==> src/rtl/trap_csr_unit.sv <==
// Machine-mode trap/CSR unit: holds mstatus/mtvec/mepc/mcause and sequences trap entry
// and MRET return as a one-cycle redirect followed by a drain window of flushed EX slots.
module trap_csr_unit #(
  parameter logic [31:0] MTVEC_RESET  = 32'h0000_0100,
  parameter int unsigned DRAIN_CYCLES = 2
) (
  input  logic        clk_i,
  input  logic        rst_i,
  input  logic        ex_valid_i,
  input  logic [31:0] ex_pc_i,
  input  logic        ex_int_i,
  input  logic [7:0]  ex_scause_i,
  input  logic        ex_mret_i,
  input  logic        ex_csrrs_i,
  input  logic [11:0] ex_csr_addr_i,
  input  logic [4:0]  ex_rs1_idx_i,
  input  logic [31:0] ex_rs1_data_i,
  output logic [31:0] csr_rdata_o,
  output logic        redirect_valid_o,
  output logic [31:0] redirect_pc_o,
  output logic        flush_o,
  output logic        busy_o
);

  typedef enum logic [1:0] {StIdle, StRedir, StDrain} state_e;

  localparam logic [11:0] AddrMstatus = 12'h300;
  localparam logic [11:0] AddrMtvec   = 12'h305;
  localparam logic [11:0] AddrMepc    = 12'h341;
  localparam logic [11:0] AddrMcause  = 12'h342;
  localparam logic [3:0]  DrainLoad   = 4'(DRAIN_CYCLES - 1);

  state_e      state_q, state_d;
  logic [3:0]  cnt_q, cnt_d;
  logic        mie_q, mie_d;
  logic        mpie_q, mpie_d;
  logic [31:0] mtvec_q, mtvec_d;
  logic [31:0] mepc_q, mepc_d;
  logic [31:0] mcause_q, mcause_d;
  logic [31:0] rdata_q, rdata_d;
  logic [31:0] rpc_q, rpc_d;

  logic        accept;
  logic        take_trap;
  logic        take_mret;
  logic        take_csr;
  logic        csr_wr;
  logic [31:0] csr_old;
  logic [31:0] mstatus_view;

  assign accept    = (state_q == StIdle) && ex_valid_i;
  assign take_trap = accept && ex_int_i;
  assign take_mret = accept && !ex_int_i && ex_mret_i;
  assign take_csr  = accept && !ex_int_i && !ex_mret_i && ex_csrrs_i;
  assign csr_wr    = take_csr && (ex_rs1_idx_i != 5'd0);

  // Only MIE (bit 3) and MPIE (bit 7) exist; all other mstatus bits read as zero.
  assign mstatus_view = {24'h0, mpie_q, 3'b000, mie_q, 3'b000};

  // CSR read mux; unknown addresses read zero.
  always_comb begin
    csr_old = 32'h0;
    unique case (ex_csr_addr_i)
      AddrMstatus: csr_old = mstatus_view;
      AddrMtvec:   csr_old = mtvec_q;
      AddrMepc:    csr_old = mepc_q;
      AddrMcause:  csr_old = mcause_q;
      default:     csr_old = 32'h0;
    endcase
  end

  // CSR next-state: trap entry, MRET return and CSRRS set-bits.
  always_comb begin
    mie_d    = mie_q;
    mpie_d   = mpie_q;
    mtvec_d  = mtvec_q;
    mepc_d   = mepc_q;
    mcause_d = mcause_q;
    rdata_d  = rdata_q;
    rpc_d    = rpc_q;
    if (take_trap) begin
      mepc_d   = ex_pc_i;
      mcause_d = {24'h0, ex_scause_i};
      mpie_d   = mie_q;
      mie_d    = 1'b0;
      rpc_d    = {mtvec_q[31:2], 2'b00};
    end else if (take_mret) begin
      mie_d  = mpie_q;
      mpie_d = 1'b1;
      rpc_d  = mepc_q;
    end else if (take_csr) begin
      rdata_d = csr_old;
      if (csr_wr) begin
        unique case (ex_csr_addr_i)
          AddrMstatus: begin
            mie_d  = mie_q | ex_rs1_data_i[3];
            mpie_d = mpie_q | ex_rs1_data_i[7];
          end
          AddrMtvec:  mtvec_d  = mtvec_q | ex_rs1_data_i;
          AddrMepc:   mepc_d   = mepc_q | ex_rs1_data_i;
          AddrMcause: mcause_d = mcause_q | ex_rs1_data_i;
          default: ;
        endcase
      end
    end
  end

  // FSM next-state: redirect for one cycle, then drain for DRAIN_CYCLES cycles.
  always_comb begin
    state_d = state_q;
    cnt_d   = cnt_q;
    unique case (state_q)
      StIdle: begin
        if (take_trap || take_mret) state_d = StRedir;
      end
      StRedir: begin
        state_d = StDrain;
        cnt_d   = DrainLoad;
      end
      StDrain: begin
        if (cnt_q == 4'd0) state_d = StIdle;
        else               cnt_d   = cnt_q - 4'd1;
      end
      default: state_d = StIdle;
    endcase
  end

  // State and CSR registers with synchronous reset.
  always_ff @(posedge clk_i) begin
    if (rst_i) begin
      state_q  <= StIdle;
      cnt_q    <= 4'd0;
      mie_q    <= 1'b0;
      mpie_q   <= 1'b0;
      mtvec_q  <= MTVEC_RESET;
      mepc_q   <= 32'h0;
      mcause_q <= 32'h0;
      rdata_q  <= 32'h0;
      rpc_q    <= 32'h0;
    end else begin
      state_q  <= state_d;
      cnt_q    <= cnt_d;
      mie_q    <= mie_d;
      mpie_q   <= mpie_d;
      mtvec_q  <= mtvec_d;
      mepc_q   <= mepc_d;
      mcause_q <= mcause_d;
      rdata_q  <= rdata_d;
      rpc_q    <= rpc_d;
    end
  end

  assign csr_rdata_o      = rdata_q;
  assign redirect_valid_o = (state_q == StRedir);
  assign redirect_pc_o    = rpc_q;
  assign flush_o          = (state_q != StIdle);
  assign busy_o           = (state_q != StIdle);

endmodule

==> config.mk <==
export PLATFORM = sky130hd
export DESIGN_NAME = trap_csr_unit
export DESIGN_NICKNAME = d
export VERILOG_FILES = /design/src/rtl/trap_csr_unit.sv
export SDC_FILE = /design/constraint.sdc
export NUM_CORES = 1
export LEC_CHECK = 0
export BUFFER_PORTS_ARGS = -buffer_cell sky130_fd_sc_hd__buf_2
export CORE_ASPECT_RATIO = 0.75
export CORE_MARGIN = 8
export CORE_UTILIZATION = 45
export DETAILED_ROUTE_END_ITERATION = 8
export GPL_ROUTABILITY_DRIVEN = 0
export PLACE_DENSITY = 0.68
export RECOVER_POWER = 50
export SLEW_MARGIN = 10
export SYNTH_ARGS = -nofsm -noshare
export SYNTH_HDL_FRONTEND = slang
export SYNTH_SLANG_ARGS = --single-unit
==> constraint.sdc <==
create_clock -name clk_i -period 3.66 [get_ports clk_i]
set_input_delay 0.549 -clock clk_i [delete_from_list [all_inputs] [get_ports clk_i]]
set_output_delay 0.549 -clock clk_i [all_outputs]
set_load 0.05 [all_outputs]
# Yosys cells after proc, flatten, opt, wreduce, memory -nomap -nowiden
# Index checks and enable logic that the tools add are counted.
# Widths: inputs -> output; s select.
[totals]
register_bits = 168
inputBits = 95
out_inout_bits = 67
word_cells = 92
[classes]
add_sub_neg = 1
eq_ne = 10
muxes = 27
bitwise_logic = 7
reduce_logical = 36
[ops]
columns = ["cell", "n"]
rows = [
  ["$mux 32", 7],
  ["$pmux 32 s4", 1],
  ["$or 32x32->32", 3],
  ["$eq 12x10->1 const B", 4],
  ["$mux 8", 5],
  ["$reduce_bool 2->1", 10],
  ["$reduce_and 4->1", 3],
  ["$mux 1", 9],
  ["$reduce_and 3->1", 3],
  ["$reduce_bool 3->1", 3],
  ["$pmux 4 s2", 1],
  ["$logic_and 1x1->1", 7],
  ["$ne 2x2->1 const B", 3],
  ["$pmux 2 s3", 1],
  ["$reduce_and 5->1", 1],
  ["$reduce_bool 5->1", 1],
  ["$logic_not 4->1", 1],
  ["$mux 2", 2],
  ["$mux 4", 1],
  ["$reduce_and 2->1", 2],
  ["$sub 4x1->4 const B", 1],
  ["$eq 2x1->1 const B", 1],
  ["$eq 2x2->1 const B", 1],
  ["$logic_not 1->1", 2],
  ["6 further kinds", 8],
]

# Longest topological paths before layout
# Gate-level depths: netlist of the first run.
[logic_depth]
ltp_word = 10
mapped_depth = 7
depth_no_buf = 6

# Worst setup path after synthesis of the first run
# No wires, ideal clock.
[synth_path]
kind = "in2reg"
from = "input port ex_int_i"
to = "register rdata_q[23] (netlist: csr_rdata_o[23])"
setup_time_ns = 0.139
t_arrival_ns = 1.906
t_required_ns = 3.521
path_slack_ns = 1.615
path_stages = 6
path_cell_list = "or4b_4 > or2_2 > buf_2 > buf_2 > a32oi_1 > a22oi_1"
[synth_between]
elab_chain_len = 5
word_cells_on_any_way = 9
[synth_lines]
columns = ["element", "line_no", "text"]
rows = [
  ["start, declared", "11", "input logic ex_int_i,"],
  ["$logic_not 1->1", "53, 54", ""],
  ["$logic_and 1x1->1", "53, 54", ""],
  ["$logic_and 1x1->1, on equally long branches", "54, 53", ""],
  ["$logic_and 1x1->1 / $not 1->1 (equally long branches)", "n/a", ""],
  ["$reduce_and 3->1 (no line) *", "n/a", ""],
  ["end signal, assigned", "148", "rdata_q <= rdata_d;"],
  ["end, declared", "40", "logic [31:0] rdata_q, rdata_d;"],
]
# Every way passes the cells marked *; elsewhere a longest branch is shown, timed or not.
# A chain may end at the register's enable or synchronous reset.

# Final worst setup path of the first run
[layout_path]
from = "input port ex_csr_addr_i[7]"
to = "register mepc_q[25]"
[layout_between]
elab_chain_len = 3
[layout_lines]
columns = ["element", "line_no", "text"]
rows = [
  ["start, declared", "15", "input logic [11:0] ex_csr_addr_i,"],
  ["$eq 12x10->1", "94", "unique case (ex_csr_addr_i)"],
  ["$reduce_bool 2->1 (no line)", "n/a", ""],
  ["$reduce_and 4->1 (no line)", "n/a", ""],
  ["end signal, assigned", "146", "mepc_q <= mepc_d;"],
  ["end, declared", "38", "logic [31:0] mepc_q, mepc_d;"],
]
# No other way between the ends.

==> results of run 1 <==
[sequential cells by signal, summed over array words and instances (netlist names)]
name	flops
csr_rdata_o	32
mcause_q	32
mpie_q	1
state_q	2
mtvec_q	32
redirect_pc_o	32
mie_q	1
mepc_q	32
cnt_q	4
[placed cells by master (no fill, tap or decap), drive strengths merged, types with 2 or more instances in the layout]
cell and n:
or4 3, o31ai 2, a22oi 60, nor2b 3, mux2i 40, or2 2
nand3 8, dfxtp 168, inv 74, and3 25, nor2 12, clkbuf 95
a22o 2, a21oi 37, o2bb2ai 26, nand2 86, a32oi 30, buf 104
nor4 4, o21ai 57, clkinv 8, a222oi 2, o22ai 45, nand2b 5
nor3 44
[how the worst max path moves through the flow]
stage                              to  slack [ns]  depth (start not counted)
floorplan             csr_rdata_o[23]        1.61                          6
global placement          mcause_q[4]        0.68                          6
detailed placement        mcause_q[7]        0.61                          6
CTS                       mcause_q[7]        1.04                          6
global route        redirect_pc_o[14]        0.45                          4
finish                     mepc_q[25]        0.67                          6
[worst min-delay path, stage by stage]
cell,delay (ns)
sky130_fd_sc_hd__buf_2,0.07
sky130_fd_sc_hd__inv_1,0.07
sky130_fd_sc_hd__o22ai_2,0.08
[routing by layer]
layer  up-vias  track usage, %  wire length [microns]
met2       253           31.39                   9620
met3        27           5.905                   1739
li1       3257               -                      -
met5         -               0                      0
met1      3277           31.14                  11280
met4         0           6.347                    309
[through the flow]
| step | total power [mW] | cell area (sq um) | setup WS, ns | utilization (%) |
|---|---|---|---|---|
| floorplan | 2.143 | 7410 | 1.615 | - |
| global placement | 2.267 | 8335 | 0.6801 | 51.88 |
| detailed placement | 2.269 | 8335 | 0.6126 | 51.88 |
| CTS | 3.902 | 8857 | 1.039 | 55.13 |
| global route | 3.992 | 8712 | 0.4473 | 54.23 |
| finish | 3.875 | 8712 | 0.6734 | 54.23 |
[synth_stat cells, drive strengths merged]
cell type	n	share of area [%]
dfxtp	168	45
nand2	86	4.4
inv	74	3.7
a22oi	60	6.1
o21ai	57	3.9
o22ai	45	6.0
nor3	44	3.0
clkbuf	42	2.1
mux2i	40	5.4
a21oi	37	2.5
buf	31	2.2
a32oi	30	3.5
o2bb2ai	26	3.1
and3	25	2.1
nor2	12	0.61
nand3	8	0.68
nand2b	5	0.42
nor4	4	0.62
nor2b	3	0.25
or4	3	0.30
a222oi	2	0.27
a22o	2	0.24
o31ai	2	0.20
or2	2	0.17
a2111oi	1	0.37
a211oi	1	0.10
a221oi	1	0.12
and2	1	0.084
and4bb	1	0.17
ha	1	0.17
mux2	1	0.15
nand3b	1	0.10
nand4	1	0.084
nand4bb	1	0.37
nor3b	1	0.10
nor4b	1	0.12
o211ai	1	0.10
o21a	1	0.10
o221ai	1	0.12
or2b	1	0.10
or3b	1	0.12
or4b	1	0.19
xnor2	1	0.12
[area by class of cell]
type                    instances  area, sq um  area share, %
clock buffers                  21        440.4          5.055
repair buffers                178        833.3          9.565
flip-flops and latches        168         3363          38.60
clock inverters                10        81.33         0.9335
multi-input cells             512         3453          39.64
inverters                      74        277.8          3.188
well taps                     210        262.8          3.016
[kinds of logic after synthesis]
family	synth area share, %
mux	5.555
compound gates	26.66
buf+inv	8.105
flops	45.39
xor+xnor	0.1182
simple gates	14.00
fa+ha+maj	0.1688
[power by group]
| part | switching (mW) | internal [mW] |
|---|---|---|
| Combinational | 0.228 | 0.115 |
| Sequential | 0.0239 | 1.86 |
| Clock | 0.724 | 0.923 |
| Total | 0.976 | 2.90 |
==> run summary, run 1 <==
The run finished, with violations left. The checks that failed: max-capacitance violations, max-slew violations. The first-pass iteration count of the detailed router is 5.

The final worst clock skew is 0.008977 ns. Averaged over all synthesized cells, the footprint is 8.960 sq um. After synthesis the netlist holds a flip-flop and latch count of 168. The wire-length estimate of the detail-placed layout is 15.22 mm. The aggregate global routing overflow came out at 0.

The startpoint of the tightest hold check path is ex_rs1_data_i[31]. The number of global-route vias before repair is 6599. The average vias per placed instance is 5.809. The starting density of the core is 46.12%. The capturing point of the worst reg2reg path is redirect_pc_o[14]. The cell family contributing the most delay on the critical path is simple AND/OR/NAND/NOR gates. The worst hold path passes through 3 cells.

The post-synthesis cell count is 827. The buffer count from post-CTS setup fixing is 0. The number of warnings printed during yosys synthesis came out at 0. Setup violations remaining at the end of the flow were counted as 0. The number of placement rows is 40. The total wirelength of the detailed-routed design came out at 22.95 mm.

The worst-case hold path end point is mepc_q[31]. The global-route wire length before repair is 36.41 mm. The worst hold slack is 0.3874 ns. The post-synthesis sequential area ratio is 45.39%. The worst setup path is launched from an input port. TritonCTS built the clock tree.

Fill cells in the final layout number 1550. The pin count of the biggest net entering global routing came out at 63. The number of antenna violations at the first check in global routing is 0.

Dividing the detail-routed wire length by the instance count gives 19.57 microns. The total I/O pin count is 162. The maximum fanout along the worst path came out at 26. The share of the cycle needed by the critical path after routing came out at 81.60%. The number of nets still failing antenna checks after routing is 0. The number of cells on the worst reg-to-reg path is 4. The number of max-cap violations is 2. The leakage power is 3.071 nW. The final sum of negative setup slack came out at 0 ns. The clock transition at the registers of the reported paths is 0.06 ns. Port buffering added 161 buffers. Across all register-to-register paths, the minimum setup slack is 0.69 ns. The cell area that synthesis handed to floorplanning was 7410 sq um.

The largest stage delay on the critical path is 0.99 ns. The slowest stage of the critical path is the sky130_fd_sc_hd__or4_1 cell. Leaving out filler cells and counting taps, the final layout contains 1173. The maximum clock path buffer count is 2.

The post-CTS resize count came out at 0. The DRC violation total after the first TritonRoute iteration came out at 568. The critical path starts at ex_csr_addr_i[7]. In this run, distinct cell masters in the synthesized netlist total 52.

The actual transition at the worst max-transition pin is 1.632 ns. The core box area is 16070 sq um. The relative slew slack came out at -8.783%.

The width of the chip is 164.2 microns. The peak clock frequency supported by timing came out at 334.8 MHz. Traced cell by cell, the critical path runs through clkbuf_1 -> or4_1 -> nor4_1 -> nand3_2 -> clkbuf_1 -> o22ai_1. The cts-stage hold buffer count came out at 0. The maximum vdd drop is 0.2760 mV. The kind of end point of the critical path is a register. Clock tree synthesis selected as its root buffer the cell sky130_fd_sc_hd__clkbuf_16. The insertion delay of the later-clocked pin in the worst-skew pair is 0.43 ns. The buffer and inverter count on the worst path came out at 2. The number of antenna diodes in the final layout is 0. The via total after detailed routing is 6814. The DRC violation count after routing is 0. The max-slew violation count came out at 91. The min-delay analysis places its worst path in the category input port to register. The data required time of the worst path is 3.98 ns. The height of the die came out at 127.1 microns. The most numerous cell type found on the critical path is sky130_fd_sc_hd__clkbuf_1. From synthesis to final layout, the design area changed by 17.58%.

At the worst endpoint, the arrival time is 3.31 ns. The hold violation total from the final report is 0. The critical path in this run is classified as input port to register. Setup repair after global routing left no endpoint under its margin.

The combined global-route utilization of all metal layers came out at 21.83%. The launch instance of the worst register-to-register path is state_q[0]. The number of sinks on the clock net came out at 168. Of the cells placed in the final design, the portion with a size suffix greater than 1 is 18.38%. The final critical path time including I/O delays and setup came out at 2.987 ns. The power density over cell area came out at 444.7 nW/um^2.

The number of nets in the layout came out at 1047. The number of CTS-inserted buffers came out at 17. The total number of H-tree levels is 4. The full die area came out at 20870 sq um. The placed instance count came out at 1142. The number of nets in the synthesized netlist came out at 923.
(Power assumes the default switching activity.)
==> inputs of run 2 (changes only) <==
--- a/config.mk
+++ b/config.mk
@@ -11,7 +11,7 @@
 export CORE_UTILIZATION = 45
 export DETAILED_ROUTE_END_ITERATION = 8
 export GPL_ROUTABILITY_DRIVEN = 0
-export PLACE_DENSITY = 0.68
+export PLACE_DENSITY = 0.71
 export RECOVER_POWER = 50
 export SLEW_MARGIN = 10
 export SYNTH_ARGS = -nofsm -noshare
==> constraint.sdc (replaced) <==
create_clock -name clk_i -period 2.7 [get_ports clk_i]
set_input_delay 0.405 -clock clk_i [delete_from_list [all_inputs] [get_ports clk_i]]
set_output_delay 0.405 -clock clk_i [all_outputs]
set_load 0.05 [all_outputs]
==> run 2 against run 1 <==
The flow now finishes without violations. Sequential power is 36% higher. Largest power group unchanged. Register-to-register slack worse by 0.35 ns. Flip-flop and latch count stayed put. Via count is 0.92% higher. Critical endpoint is now csr_rdata_o[15]. Routed wire length is 0.15% higher. Power is 40% higher. Sequential share of layout area is 0.79 points lower. Setup slack worse by 0.33 ns. Highest routed layer unchanged. Non-clock buffer count is 10 higher. Largest cell class unchanged. Combinational power is 40% higher. Count of clock-buffer cells in the layout is 3 higher.
==> run summary, run 2 (synthesis results as in run 1) <==
The run finished with clean final reports. The maximum clock path buffer count is 2. The ratio of cells with drive above 1 in the final layout is 19.42%. Walking the worst path, the cells encountered are or4b_1 -> or2_2 -> a32oi_1 -> a22oi_1. The average vias per placed instance came out at 5.808.

STA classifies the critical path startpoint as a register. In the final timing run, aggregate negative setup slack is 0 ns. The worst setup path is captured at a register.

The global-route wire length before repair is 36.11 mm. The largest stage delay on the critical path is 0.77 ns. The critical path contains buffers and inverters numbering 0 combined. Static timing analysis puts the maximum clock frequency at 424.3 MHz.

The path class of the tightest hold or removal check is input port to register. The DRC violation total after the first TritonRoute iteration came out at 526. The starting density of the core is 46.12%.

The aggregate global routing overflow came out at 0. The full die area is 20870 sq um. Buffers inserted to repair hold after CTS numbered 0. Leaving out fill and tap cells, the most frequent cell in the layout is sky130_fd_sc_hd__dfxtp_1. The post-CTS resize count came out at 0. The worst hold slack came out at 0.2449 ns.

The total area inside the core boundary comes to 16070 sq um. The number of placement rows is 40. The number of antenna violations at the first check in global routing is 1. The data required time of the worst path is 2.99 ns. The maximum fanout along the worst path is 62.

The met1 routed wirelength after detailed routing is 10.41 mm. After legalization and detailed placement, the total HPWL measured 15.37 mm. For the finished layout, the period the worst path requires is 2.357 ns. The tree is rooted in a sky130_fd_sc_hd__clkbuf_16. The final-report setup violation count is 0. The relative slew slack is 17.88%. The hold violation total from the final report came to 0. Detailed routing placed a total of 9.985 mm of wire on met2. After clock tree synthesis, the clock-pin slew on the worst setup and hold paths is 0.06 ns.

The actual transition at the worst max-transition pin is 1.232 ns. The synthesis-to-layout area growth came out at 20.04%. Setup repair after global routing left no endpoint under its margin. The insertion delay of the later-clocked pin in the worst-skew pair came out at 0.42 ns. The met3 wirelength from detailed routing is 2.196 mm. The maximum vdd drop is 0.4096 mV.

Port buffering added 161 buffers. The clock tree from TritonCTS is done. In the layout the commonest cells are sky130_fd_sc_hd__dfxtp_1 (168), sky130_fd_sc_hd__buf_2 (92), sky130_fd_sc_hd__nand2_1 (86). The total wirelength of the detailed-routed design came out at 22.99 mm. The number of CTS-inserted buffers came out at 17. The number of global-route vias before repair is 6654. The leakage power is 3.153 nW.

The height of the die came out at 127.1 microns. CTS built an H-tree with a depth of 4. The number of nets in the layout is 1057. The worst endpoint data arrival time is 2.65 ns. The first-pass iteration count of the detailed router is 5. The share of the cycle needed by the critical path after routing is 87.28%.

The final worst clock skew is 0.007423 ns. Global routing used 21.70% of the available tracks across all layers. The slowest stage of the critical path is the sky130_fd_sc_hd__or2_2 cell. The critical path is of the register to register type.

The pin count of the biggest net entering global routing is 63. The detailed-route wire length per cell came out at 19.41 microns. Signal routing reaches up to met4.

The kind of cell with the highest combined delay along the critical path is simple AND/OR/NAND/NOR gates. The DRC violation count after routing is 0. From left edge to right edge, the die measures 164.2 microns.

Across the run, the number of max-cap violations was 0. The via total after detailed routing came out at 6877. In this run the remaining antenna-violating nets after routing total 0.

The buffer count from post-CTS setup fixing came out at 0. Power spread over the standard cell area amounts to 611.7 nW/um^2. The number of sinks on the clock net came out at 168. The total I/O pin count is 162. The max-slew violation count is 0. Cells fill 55.37% of the core in the end.
## run 2: final cells by class
type | count | area (sq um)
clock inverter | 7 | 91.34
inverter | 74 | 277.8
antenna | 1 | 2.502
clock buffer | 24 | 481.7
multi-input combinational | 512 | 3481
fill | 1495 | 7171
sequential | 168 | 3363
tap | 210 | 262.8
timing repair buffer | 188 | 934.6
## run 2: stage by stage
stage / cell area [sq um] / cells / setup slack, ns / power [mW]
final: 8895 / 1184 / 0.3434 / 5.441
after global routing: 8895 / 1184 / 0.2335 / 5.624
after CTS: 9007 / 1183 / 0.4218 / 5.470
after detailed placement: 8434 / 1152 / 0.2717 / 3.087
after global placement: 8434 / 1152 / 0.3236 / 3.081
after floorplan: 7410 / 827 / 0.7987 / 2.904
## run 2: worst reg2reg max path, stage by stage, from the launching register on
cell	delay, ns
sky130_fd_sc_hd__dfxtp_1	0.34
sky130_fd_sc_hd__or4b_1	0.61
sky130_fd_sc_hd__or2_2	0.77
sky130_fd_sc_hd__a32oi_1	0.41
sky130_fd_sc_hd__a22oi_1	0.10
## run 2: where the power goes
group	total [mW]	internal, mW	switching (mW)
clock network	2.41	1.43	0.978
registers	2.55	2.52	0.0317
logic	0.479	0.165	0.314
## run 2: routing by layer
layer | up-vias | GRT usage [%]
met5 | - | 0
li1 | 3270 | -
met4 | 0 | 6.560
met2 | 319 | 32.19
met3 | 36 | 6.194
met1 | 3252 | 29.87
## run 2: path summary, 6_finish.rpt
check                     from               to  slack, ns  cells after the start
min          ex_rs1_data_i[31]       mepc_q[31]       0.24                      3
max                 state_q[0]  csr_rdata_o[15]       0.34                      4
min reg2reg       mcause_q[10]     mcause_q[10]       0.45                      2
max reg2reg         state_q[0]  csr_rdata_o[15]       0.34                      4
==> inputs of run 3 (changes only) <==
--- a/config.mk
+++ b/config.mk
@@ -5,6 +5,7 @@
 export SDC_FILE = /design/constraint.sdc
 export NUM_CORES = 1
 export LEC_CHECK = 0
+export ABC_CLOCK_PERIOD_IN_PS = 2700
 export BUFFER_PORTS_ARGS = -buffer_cell sky130_fd_sc_hd__buf_2
 export CORE_ASPECT_RATIO = 0.75
 export CORE_MARGIN = 8
@@ -13,6 +14,7 @@
 export GPL_ROUTABILITY_DRIVEN = 0
 export PLACE_DENSITY = 0.71
 export RECOVER_POWER = 50
+export REMOVE_ABC_BUFFERS = 1
 export SLEW_MARGIN = 10
 export SYNTH_ARGS = -nofsm -noshare
 export SYNTH_HDL_FRONTEND = slang
==> run 3 against run 2 <==
Via count fell by 2.6%. Routed wire length fell by 2.5%. Sequential power barely moved. Worst hold slack improved by 0.0026 ns.
==> run summary, run 3 (synthesis results as in run 1) <==
The global-route wire length before repair is 34.91 mm. The actual transition at the worst max-transition pin is 1.207 ns. STA classifies the critical path startpoint as a register.

The multi-input logic area is 3418 sq um. The data required time of the worst path is 2.99 ns. The worst hold-check path type is input port to register.

Setup slack on the worst reg-to-reg path comes out at 0.34 ns. The total number of H-tree levels came out at 4. The post-CTS resize count came out at 0. The number of max-cap violations is 0. The leakage power came out at 3.136 nW.

From synthesis to final layout, the design area changed by 19.28%. The worst endpoint data arrival time is 2.65 ns. The core region is 16070 sq um. In this run the most critical hold path is launched from ex_rs1_data_i[2]. The power density over cell area came out at 621.8 nW/um^2. The post-place setup slack came out at 0.2434 ns. The number of placement rows came out at 40. The final route contains 6700 vias.

The launch instance of the worst register-to-register path is state_q[0]. The die is 127.1 microns tall. The clock net in this run drives a total of 168 sinks. The fraction of power spent switching nets is 23.86%. The fraction of power consumed by the clock network is 45.0%.

The number of cells on the worst hold path is 3. The library cells used most frequently in the layout, excluding fill and tap cells, are sky130_fd_sc_hd__dfxtp_1 (168), sky130_fd_sc_hd__buf_2 (93), sky130_fd_sc_hd__nand2_1 (86). The final worst slack came out at 0.3400 ns. The switching power is 1.311 mW. The final critical path time including I/O delays and setup is 2.360 ns.

The aggregate global routing overflow came out at 0. The final sum of negative setup slack is 0 ns. For this configuration, the core starts out at a cell density of 46.12%.

Registers are responsible for 46.5% of the overall power. The maximum fanout along the worst path came out at 62. The total power consumption of the routed design came out at 5.496 mW. The width of the chip is 164.2 microns.

The DRC violation total after the first TritonRoute iteration came out at 572. The number of cells on the worst reg-to-reg path came out at 5. The buffer count from post-CTS setup fixing came out at 0. The number of nets still failing antenna checks after routing came out at 0. The average vias per placed instance is 5.668. The worst setup path is of the register to register kind.

The detailed-route wire length per cell is 18.96 microns. Leaving out fill and tap cells, the most frequent cell in the layout is sky130_fd_sc_hd__dfxtp_1. The number of global-route vias before repair came out at 6508. The area of all sequential standard cells is 3363 sq um. Before antenna repair, the detailed router went through 5 iterations. The maximum clock path buffer count came out at 2. Setup repair after global routing left no endpoint under its margin. The floorplan step defined a die boundary enclosing 20870 sq um. The number of nets in the layout came out at 1055.

The cell internal power dissipation is 4.184 mW. The clock transition at the registers of the reported paths came out at 0.06 ns. The path with the worst hold slack has its endpoint at mtvec_q[2].

The antenna diode count came out at 0. The root buffer cell is sky130_fd_sc_hd__clkbuf_16. Entering global routing, the biggest net connects 63 pins. The final worst clock skew came out at 0.007354 ns. The worst hold slack came out at 0.2475 ns. The final-report setup violation count came out at 0.

The count of filler cells inserted in the layout is 1529. The insertion delay of the later-clocked pin in the worst-skew pair came out at 0.43 ns. The detailed placement HPWL is 15.24 mm. Global routing used 20.97% of the available tracks across all layers. After detailed routing, the total wire length is 22.41 mm. TritonCTS built the clock tree. Of the cells placed in the final design, the portion with a size suffix greater than 1 is 18.72%. The total I/O pin count is 162. The cts-stage hold buffer count came out at 0. The number of CTS-inserted buffers is 17. The share of the cycle needed by the critical path after routing is 87.41%. The hold violation total from the final report came out at 0. The power share of the combinational group is 8.5%. The worst setup path is captured at a register. The critical path launch point is state_q[0]. The DRC violation count after routing is 0. The worst-case IR drop observed on VDD is 0.3924 mV. The peak clock frequency supported by timing came out at 423.7 MHz. The worst register-to-register path ends at csr_rdata_o[1]. The port buffer count is 161. The relative slew slack came out at 19.45%. The max-slew violation count came out at 0. The flow ran to the end, and the final reports show no timing, DRC or antenna violations. The number of antenna violations at the first check in global routing came to 0.
-- run 3: final cells by class --
type,count,area share [%]
Clock inverter,8,1.359
Sequential cell,168,38.05
Inverter,74,3.143
Clock buffer,24,5.337
Tap cell,210,2.973
Timing Repair Buffer,186,10.46
Multi-Input combinational cell,512,38.67
-- run 3: worst max-delay path by stage --
stage,endpoint,slack [ns],depth (start not counted)
after detailed placement,csr_rdata_o[24],0.24,6
after global placement,mtvec_q[19],0.29,6
after floorplan,csr_rdata_o[30],-0.54,4
after global routing,redirect_pc_o[6],0.17,5
final,csr_rdata_o[1],0.34,5
after CTS,mie_q,0.43,4
-- run 3: power groups by stage --
stage / registers (mW) / logic (mW) / clock network (mW)
after floorplan: 2.62 / 0.247 / 0
after global placement: 2.61 / 0.474 / 0
after detailed placement: 2.61 / 0.477 / 0
after CTS: 2.55 / 0.480 / 2.50
after global routing: 2.56 / 0.503 / 2.62
final: 2.55 / 0.467 / 2.47
-- run 3: per-layer routing --
| layer | vias up | GRT usage (%) | wire, microns |
|---|---|---|---|
| met5 | - | 0 | 0 |
| met4 | 0 | 6.400 | 234 |
| met3 | 24 | 6.515 | 2078 |
| met2 | 263 | 31.03 | 9725 |
| met1 | 3141 | 28.60 | 10370 |
| li1 | 3272 | - | - |
-- run 3: metrics by stage --
step / instances / area (sq um) / util, %
finish: 1182 / 8838 / 55.02
global route: 1182 / 8838 / 55.02
global placement: 1150 / 8419 / 52.41
detailed placement: 1150 / 8419 / 52.41
CTS: 1182 / 9011 / 56.09
floorplan: 754 / 7087 / -
-- run 3: worst max-delay path, cell delays in order (launching register included) --
cell                      delay (ns)
sky130_fd_sc_hd__dfxtp_1        0.35
sky130_fd_sc_hd__or4b_1         0.59
sky130_fd_sc_hd__or2_2          0.31
sky130_fd_sc_hd__buf_2          0.47
sky130_fd_sc_hd__a32oi_1        0.38
sky130_fd_sc_hd__a22oi_1        0.10
